**config.mk**
```make
export PLATFORM = sky130hd
export DESIGN_NAME = blink_sequencer
export DESIGN_NICKNAME = d
export VERILOG_FILES = /design/src/rtl/blink_sequencer.sv
export SDC_FILE = /design/constraint.sdc
export NUM_CORES = 1
export LEC_CHECK = 0
export CAP_MARGIN = 25
export CORE_ASPECT_RATIO = 0.7
export CORE_MARGIN = 2
export CORE_UTILIZATION = 44
export DETAILED_ROUTE_END_ITERATION = 8
export HOLD_SLACK_MARGIN = 0.12
export PLACE_DENSITY = 0.78
export SYNTH_ARGS = -nofsm -noshare
export SYNTH_HDL_FRONTEND = slang
export SYNTH_SLANG_ARGS = --single-unit
export TNS_END_PERCENT = 30
```
**constraint.sdc**
```tcl
create_clock -name clk -period 2.99 [get_ports clk]
set_clock_uncertainty 0.05 [all_clocks]
set_input_delay 0.4485 -clock clk [delete_from_list [all_inputs] [get_ports clk]]
set_output_delay 0.4485 -clock clk [all_outputs]
set_load 0.05 [all_outputs]
```
**src/rtl/blink_sequencer.sv**
```systemverilog
// Pattern engine that drives enable and frequency words for four LED toggle channels.
// Steps advance every latched dwell count of clk cycles; pause freezes, stop aborts.
module blink_sequencer #(
  parameter logic [31:0] FREQ_0  = 32'd25,
  parameter logic [31:0] FREQ_1  = 32'd50,
  parameter logic [31:0] FREQ_2  = 32'd75,
  parameter logic [31:0] FREQ_3  = 32'd100,
  parameter int unsigned DWELL_W = 32
) (
  input  logic               clk,
  input  logic               reset,
  input  logic               i_start,
  input  logic               i_stop,
  input  logic               i_pause,
  input  logic [1:0]         i_mode,
  input  logic [DWELL_W-1:0] i_dwell,
  output logic [3:0]         o_enable,
  output logic [31:0]        o_freq_0,
  output logic [31:0]        o_freq_1,
  output logic [31:0]        o_freq_2,
  output logic [31:0]        o_freq_3,
  output logic               o_busy,
  output logic               o_step
);

  typedef enum logic [1:0] {
    S_IDLE = 2'd0,
    S_RUN  = 2'd1,
    S_HOLD = 2'd2
  } state_t;

  localparam logic [DWELL_W-1:0] DWELL_ONE = {{(DWELL_W-1){1'b0}}, 1'b1};

  state_t             state_q, state_d;
  logic [1:0]         mode_q, mode_d;
  logic [DWELL_W-1:0] dwell_q, dwell_d;
  logic [DWELL_W-1:0] cnt_q, cnt_d;
  logic [3:0]         idx_q, idx_d;
  logic [3:0]         enable_q, enable_d;
  logic               busy_q, busy_d;
  logic               step_q, step_d;
  logic [31:0]        freq0_q, freq1_q, freq2_q, freq3_q;

  function automatic logic [3:0] pattern(input logic [1:0] mode, input logic [3:0] idx);
    logic [3:0] p;
    p = 4'b0000;
    case (mode)
      2'd0: p = 4'b1111;
      2'd1: p = 4'b0001 << idx[1:0];
      2'd2: begin
        case (idx)
          4'd0:    p = 4'b0001;
          4'd1:    p = 4'b0010;
          4'd2:    p = 4'b0100;
          4'd3:    p = 4'b1000;
          4'd4:    p = 4'b0100;
          default: p = 4'b0010;
        endcase
      end
      default: p = idx + 4'd1;
    endcase
    return p;
  endfunction

  function automatic logic [3:0] last_idx(input logic [1:0] mode);
    logic [3:0] l;
    case (mode)
      2'd0:    l = 4'd0;
      2'd1:    l = 4'd3;
      2'd2:    l = 4'd5;
      default: l = 4'd14;
    endcase
    return l;
  endfunction

  always_comb begin
    state_d  = state_q;
    mode_d   = mode_q;
    dwell_d  = dwell_q;
    cnt_d    = cnt_q;
    idx_d    = idx_q;
    enable_d = enable_q;
    busy_d   = busy_q;
    step_d   = 1'b0;

    case (state_q)
      S_IDLE: begin
        enable_d = '0;
        busy_d   = 1'b0;
        if (i_start && !i_stop) begin
          mode_d   = i_mode;
          dwell_d  = (i_dwell == '0) ? DWELL_ONE : i_dwell;
          idx_d    = '0;
          cnt_d    = '0;
          enable_d = pattern(i_mode, 4'd0);
          busy_d   = 1'b1;
          state_d  = S_RUN;
        end
      end
      default: begin
        // The edge leaving HOLD counts like a RUN edge, so a pause of P cycles delays by exactly P.
        if (i_stop) begin
          state_d  = S_IDLE;
          enable_d = '0;
          busy_d   = 1'b0;
          cnt_d    = '0;
          idx_d    = '0;
        end else if (i_pause) begin
          state_d = S_HOLD;
        end else begin
          state_d = S_RUN;
          if (cnt_q == dwell_q - DWELL_ONE) begin
            cnt_d    = '0;
            idx_d    = (idx_q == last_idx(mode_q)) ? 4'd0 : idx_q + 4'd1;
            enable_d = pattern(mode_q, idx_d);
            step_d   = 1'b1;
          end else begin
            cnt_d = cnt_q + DWELL_ONE;
          end
        end
      end
    endcase
  end

  always_ff @(posedge clk) begin
    if (reset) begin
      state_q  <= S_IDLE;
      mode_q   <= '0;
      dwell_q  <= DWELL_ONE;
      cnt_q    <= '0;
      idx_q    <= '0;
      enable_q <= '0;
      busy_q   <= 1'b0;
      step_q   <= 1'b0;
    end else begin
      state_q  <= state_d;
      mode_q   <= mode_d;
      dwell_q  <= dwell_d;
      cnt_q    <= cnt_d;
      idx_q    <= idx_d;
      enable_q <= enable_d;
      busy_q   <= busy_d;
      step_q   <= step_d;
    end
  end

  always_ff @(posedge clk) begin
    freq0_q <= FREQ_0;
    freq1_q <= FREQ_1;
    freq2_q <= FREQ_2;
    freq3_q <= FREQ_3;
  end

  assign o_enable = enable_q;
  assign o_busy   = busy_q;
  assign o_step   = step_q;
  assign o_freq_0 = freq0_q;
  assign o_freq_1 = freq1_q;
  assign o_freq_2 = freq2_q;
  assign o_freq_3 = freq3_q;

endmodule

```
==> impl_metrics.csv, run 1 <==
group,metric,value,unit
critical_path,cp-end-kind,"flop",
critical_path,rr_endpoint,"cnt_q[9]",
cts,cts.sinks,78,
placement,port_buffers,44,
timing,period_share,1.10,
run_status,status,"finished with violations",
critical_path,required,3180,ps
critical_path,crit_top_cell,"nand4_1",
placement,place_area,6640,um^2
floorplan,core,13200,um^2
critical_path,worstReg2RegStart,"dwell_q[15]",
floorplan,start_util,0.452,
yosys,avgSynthCellArea,7.86,um^2
cts,holdBufCountCts,0,
critical_path,reg2reg_slack,-300,ps
pwr,leakagePower,3.04,nW
cts,htreeDepth,3,
timing,hold_viol,0,
critical_path,cpPeakStageDelay,560,ps
route,dr.pass1.iters,5,
timing,fmax,304,MHz
pwr,peakVddDrop,349,uV
final_layout,fin_cells,1068,
yosys,ys_seq_area_frac,0.261,
yosys,synth_cells,761,
timing,setup_viol,40,
global_routing,grt_max_degree,54,
final_layout,final_area,7240,um^2
route,drtIter0Drc,421,
cts,tritoncts,"done",
final_layout,regArea,1570,um^2
route,via_per_inst,5.00,
placement,hpwl,12.0,mm
min_path,hold_start,"dwell_q[31]",
timing,setup_ws,-303,ps
route,avgRoutedWirePerCell,14.8,um
final_layout,fill_cells,1251,
yosys,synth_top_flop_cell,"dfxtp_1",
final_layout,area_growth,21.0,%
min_path,hold_end,"dwell_q[31]",
critical_path,path_delay_family,"simple AND/OR/NAND/NOR gates",
final_layout,diodes,0,
placement,place.gp.congestion,0.946,
placement,dp.cells,1043,
floorplan,die_w,143,um
final_layout,multi_input_area,3870,um^2
yosys,ys_types,74,
critical_path,startpoint_type,"flop",
critical_path,path_class,"reg -> reg",
final_layout,final_nets,928,
floorplan,die_h,102,um
critical_path,worstPathCellList,"or4_4 > nor4_4 > nand4_1 > a2111oi_1 > nand4_1 > or3b_4 > o41ai_4 > buf_4 > buf_12 > nor2_1",
global_routing,grt_pass1_vias,4838,
run,drv_cap,0,
timing,rsz0062_at_grt,"yes",
cts,clkLatencyLatePin,350,ps
timing,maxSlewHeadroom,0.344,
route,drcViolationCount,0,
yosys,yosys_register_bits,78,
run_status,violations,"setup timing",
route,vias,5341,
timing,tightest_slew,984,ps
global_routing,antenna_found_initial,0,
route,drt-total-wl,15.8,mm
yosys,synth_edf_count,0,
cts,clk_pin_slew,60,ps
global_routing,grt_pass1_wl,24.7,mm
yosys,async_reset_ff_frac,0,
timing,whs,430,ps
cts,cts_buffers,9,
yosys,synth_warnings,0,
global_routing,grt_use_total,0.219,
cts,root_buffer,"clkbuf_16",
critical_path,crit_arrival,3480,ps
timing,drv_slew,0,
route,antenna_left,0,
cts,cts_buffer_depth,2,
min_path,hp-class,"reg -> reg",
global_routing,grt-ovfl-total,0,
timing,fin_crit,3290,ps
critical_path,slowest_stage,"or4_4",
yosys,netlist_area,5980,um^2
floorplan,rows,35,
floorplan,io_pins,173,
final_layout,fin_util,0.547,
critical_path,crit_buf_inv,2,
min_path,min_path_cells,2,
final_layout,drive_gt1_frac,0.194,
pwr,p_per_area,455,nW/um^2
critical_path,reg2reg_depth,10,
critical_path,path_max_fanout,7,
floorplan,dieArea,14600,um^2
==> through the flow <==
step | setup WS (ps) | setup TNS, ps | power, mW
after floorplan | -8.75 | -8.75 | 1.93
after global placement | -207 | -6570 | 2.05
after detailed placement | -296 | -8920 | 2.05
after CTS | -198 | -5300 | 3.28
after global routing | -381 | -13570 | 3.41
final | -303 | -10260 | 3.29
==> registers in the layout (all words and copies together) (netlist names) <==
| name | cells |
|---|---|
| mode_q | 2 |
| dwell_q | 32 |
| cnt_q | 32 |
| idx_q | 4 |
| o_enable | 4 |
| state_q | 2 |
| o_step | 1 |
| o_busy | 1 |
==> final cells by class <==
| type | instances | share of cell area |
|---|---|---|
| multi-input combinational | 635 | 0.535 |
| clock inverter | 4 | 0.00968 |
| timing repair buffer | 137 | 0.164 |
| clock buffer | 12 | 0.0341 |
| tap | 185 | 0.0320 |
| inverter | 17 | 0.00882 |
| sequential | 78 | 0.216 |
==> cells in the final DEF, fill, tap and decap left out, types with 5 or more instances in the layout <==
master,count
conb_1,128
nand2_1,92
buf_4,88
dfxtp_1,75
nor2_1,54
a21oi_1,45
clkdlybuf4s50_1,43
xor2_1,38
xnor2_1,31
nand4_1,19
nand3_1,18
nor4_1,18
inv_1,15
nor3_1,11
ha_1,10
o21ai_0,9
nor2_4,9
clkbuf_16,9
and3_1,8
nor2b_1,8
nand2b_1,6
o211ai_1,6
or3_1,6
nor2_2,6
and4_1,5
or4_4,5
a31oi_1,5
==> cell usage after synthesis (7+ instances only) <==
library cell,instances,area (um^2)
xor2_1,38,333
clkbuf_1,15,56.3
buf_4,132,991
buf_6,7,78.8
nor2_1,68,255
nor3_1,14,70.1
nand2_1,93,349
o21ai_0,9,45.0
nand4_1,19,119
xnor2_1,32,280
ha_1,11,138
a21oi_1,45,225
dfxtp_1,78,1560
nor4_1,18,113
nand3_1,18,90.1
nor2b_1,9,56.3
inv_1,17,63.8
and3_1,8,50.1
==> routing by layer <==
layer / vias to the layer above / wire, um / track usage
met5: - / 0 / 0
met4: 0 / 312 / 0.0762
met3: 25 / 1140 / 0.0421
met2: 197 / 6990 / 0.331
met1: 2514 / 7380 / 0.311
li1: 2605 / - / -
==> tightest hold or removal path, stage by stage (launching register included) <==
cell	delay, ps
dfxtp_1	320
nand2_1	60
a21oi_1	50
==> cells by family after synthesis <==
family,share of synthesized area
adders and majority gates,0.0230
buffers and inverters,0.204
muxes,0.0123
other,0.00126
DFF,0.261
AOI/OAI and AO/OA,0.118
and+or+nand+nor,0.273
xor gates and xnor gates,0.106
==> worst max path at each step <==
stage | start | to | slack (ps) | cells past startpoint
after floorplan | dwell_q[10] | idx_q[2] | -9 | 9
after detailed placement | dwell_q[2] | idx_q[2] | -300 | 8
after CTS | dwell_q[1] | cnt_q[9] | -200 | 14
after global routing | dwell_q[0] | cnt_q[9] | -380 | 13
final | dwell_q[15] | cnt_q[9] | -300 | 10
after global placement | dwell_q[2] | idx_q[2] | -210 | 8
==> timing repair <==
item,4_1_cts,5_1_grt
gates resized for setup,24,26
gates cloned,2,0
endpoints found under the setup margin,41,41
setup buffers,9,1
pin swaps,18,15
==> report_power, final <==
group | total [mW] | internal [mW] | switching [mW]
registers | 1.10 | 1.07 | 0.0310
clock network | 1.18 | 0.751 | 0.429
logic | 1.01 | 0.322 | 0.692
(Power assumes the default switching activity.)
==> inputs of run 2 (changes only) <==
--- a/config.mk
+++ b/config.mk
@@ -7,7 +7,7 @@
 export LEC_CHECK = 0
 export CAP_MARGIN = 25
 export CORE_ASPECT_RATIO = 0.7
-export CORE_MARGIN = 2
+export CORE_MARGIN = 5
 export CORE_UTILIZATION = 44
 export DETAILED_ROUTE_END_ITERATION = 8
 export HOLD_SLACK_MARGIN = 0.12
==> impl_metrics.csv, run 2 (same netlist as run 1, synthesis figures left out) <==
group,metric,value,unit
run_status,status,"finished with violations",
run_status,violations,"setup timing",
final_layout,area_growth,21.4,%
cts,tritoncts,"done",
floorplan,start_util,0.452,
timing,hold_viol,0,
placement,place_area,6690,um^2
timing,setup_ws,-225,ps
route,antenna_left,0,
route,avgRoutedWirePerCell,15.4,um
global_routing,grt_pass1_vias,4990,
pwr,p_per_area,441,nW/um^2
cts,clkLatencyLatePin,340,ps
timing,setup_viol,41,
route,dr.pass1.iters,5,
critical_path,startpoint_type,"flop",
run,drv_cap,0,
cts,htreeDepth,3,
global_routing,grt-busiest-layer,"met2",
final_layout,final_area,7260,um^2
floorplan,die_h,108,um
cts,cts.sinks,78,
global_routing,grtUsageMet3,0.0295,
floorplan,die_w,149,um
timing,whs,437,ps
cts,cts_buffer_depth,2,
timing,period_share,1.08,
route,vias,5393,
pwr,peakVddDrop,280,uV
min_path,hp-class,"reg -> reg",
global_routing,grt_max_degree,54,
timing,drv_slew,0,
timing,rsz0062_at_grt,"yes",
route,via_per_inst,5.04,
critical_path,required,3170,ps
floorplan,core,13200,um^2
timing,tightest_slew,977,ps
final_layout,layout_common_cells,"conb_1, nand2_1, buf_4",
global_routing,grt_pass1_wl,25.1,mm
final_layout,reg_top3,"cnt_q x32, dwell_q x32",
floorplan,io_pins,173,
global_routing,grt-ovfl-total,0,
final_layout,diodes,0,
global_routing,met1_usage,0.271,
final_layout,drive_gt1_frac,0.203,
timing,maxSlewHeadroom,0.349,
route,drtIter0Drc,515,
floorplan,rows,35,
critical_path,cp-end-kind,"flop",
floorplan,dieArea,16100,um^2
placement,dp.cells,1049,
critical_path,path_max_fanout,6,
global_routing,antenna_found_initial,0,
route,drt-total-wl,16.4,mm
timing,fmax,311,MHz
critical_path,worstReg2RegStart,"dwell_q[1]",
critical_path,path_class,"reg -> reg",
critical_path,crit_arrival,3390,ps
route,drcViolationCount,0,
cts,clk_pin_slew,60,ps
min_path,hold_start,"dwell_q[4]",
cts,cts_buffers,9,
global_routing,use_met2,0.312,
cts,root_buffer,"clkbuf_16",
timing,fin_crit,3210,ps
critical_path,startpoint,"dwell_q[1]",
final_layout,final_common_cell,"conb_1",
cts,holdBufCountCts,0,
final_layout,final_nets,931,
pwr,leakagePower,3.03,nW
placement,port_buffers,44,
placement,place.gp.congestion,0.992,
pwr,finalPower,3.20,mW
placement,hpwl,12.5,mm
global_routing,grt_use_total,0.195,
final_layout,fin_cells,1070,
[run 2: power breakdown]
group	total, mW	internal [mW]	switching, mW
Clock	1.08	0.666	0.412
Sequential	1.10	1.07	0.0315
Combinational	1.03	0.325	0.701
Total	3.20	2.06	1.14
[run 2: per-stage QoR]
stage | setup WS (ps) | TNS [ps] | utilization
finish | -225 | -6680 | 0.549
global route | -322 | -9860 | 0.549
CTS | -194 | -5930 | 0.540
detailed placement | -277 | -9930 | 0.506
global placement | -196 | -7120 | 0.506
floorplan | -8.75 | -8.75 | -
[run 2: critical path, cell delays in order, from the launching register on]
cell,delay (ps)
dfxtp_2,330
inv_2,60
ha_4,130
or4b_4,470
buf_6,130
or4_4,410
o211ai_2,100
nor2_4,70
nor3_2,200
or3b_4,430
o41ai_4,300
buf_6,210
buf_16,160
nor2_1,40
[run 2: cell type report]
cell class	count	area [um^2]
flip-flops and latches	78	1570
well taps	185	231
clock inverters	1	30.0
fillers	1219	5970
multi-input cells	635	3900
inverters	17	63.8
clock buffers	14	254
repair buffers	140	1220
[run 2: worst paths after layout]
check	slack, ps	end	cells past startpoint
hold / removal	440	dwell_q[4]	2
setup / recovery	-220	cnt_q[31]	13
hold reg to reg	440	dwell_q[4]	2
setup reg to reg	-220	cnt_q[31]	13
[run 2: repair_timing]
| item | in CTS | in global routing |
|---|---|---|
| setup endpoints to repair | 41 | 41 |
| pin swaps | 20 | 14 |
| gates cloned | 2 | 0 |
| resized for setup | 27 | 35 |
| buffers inserted | 5 | 1 |
[run 2: per-layer routing]
layer	wire, um	up-vias
li1	-	2617
met1	7200	2526
met2	7810	220
met3	1160	30
met4	259	0
met5	0	-
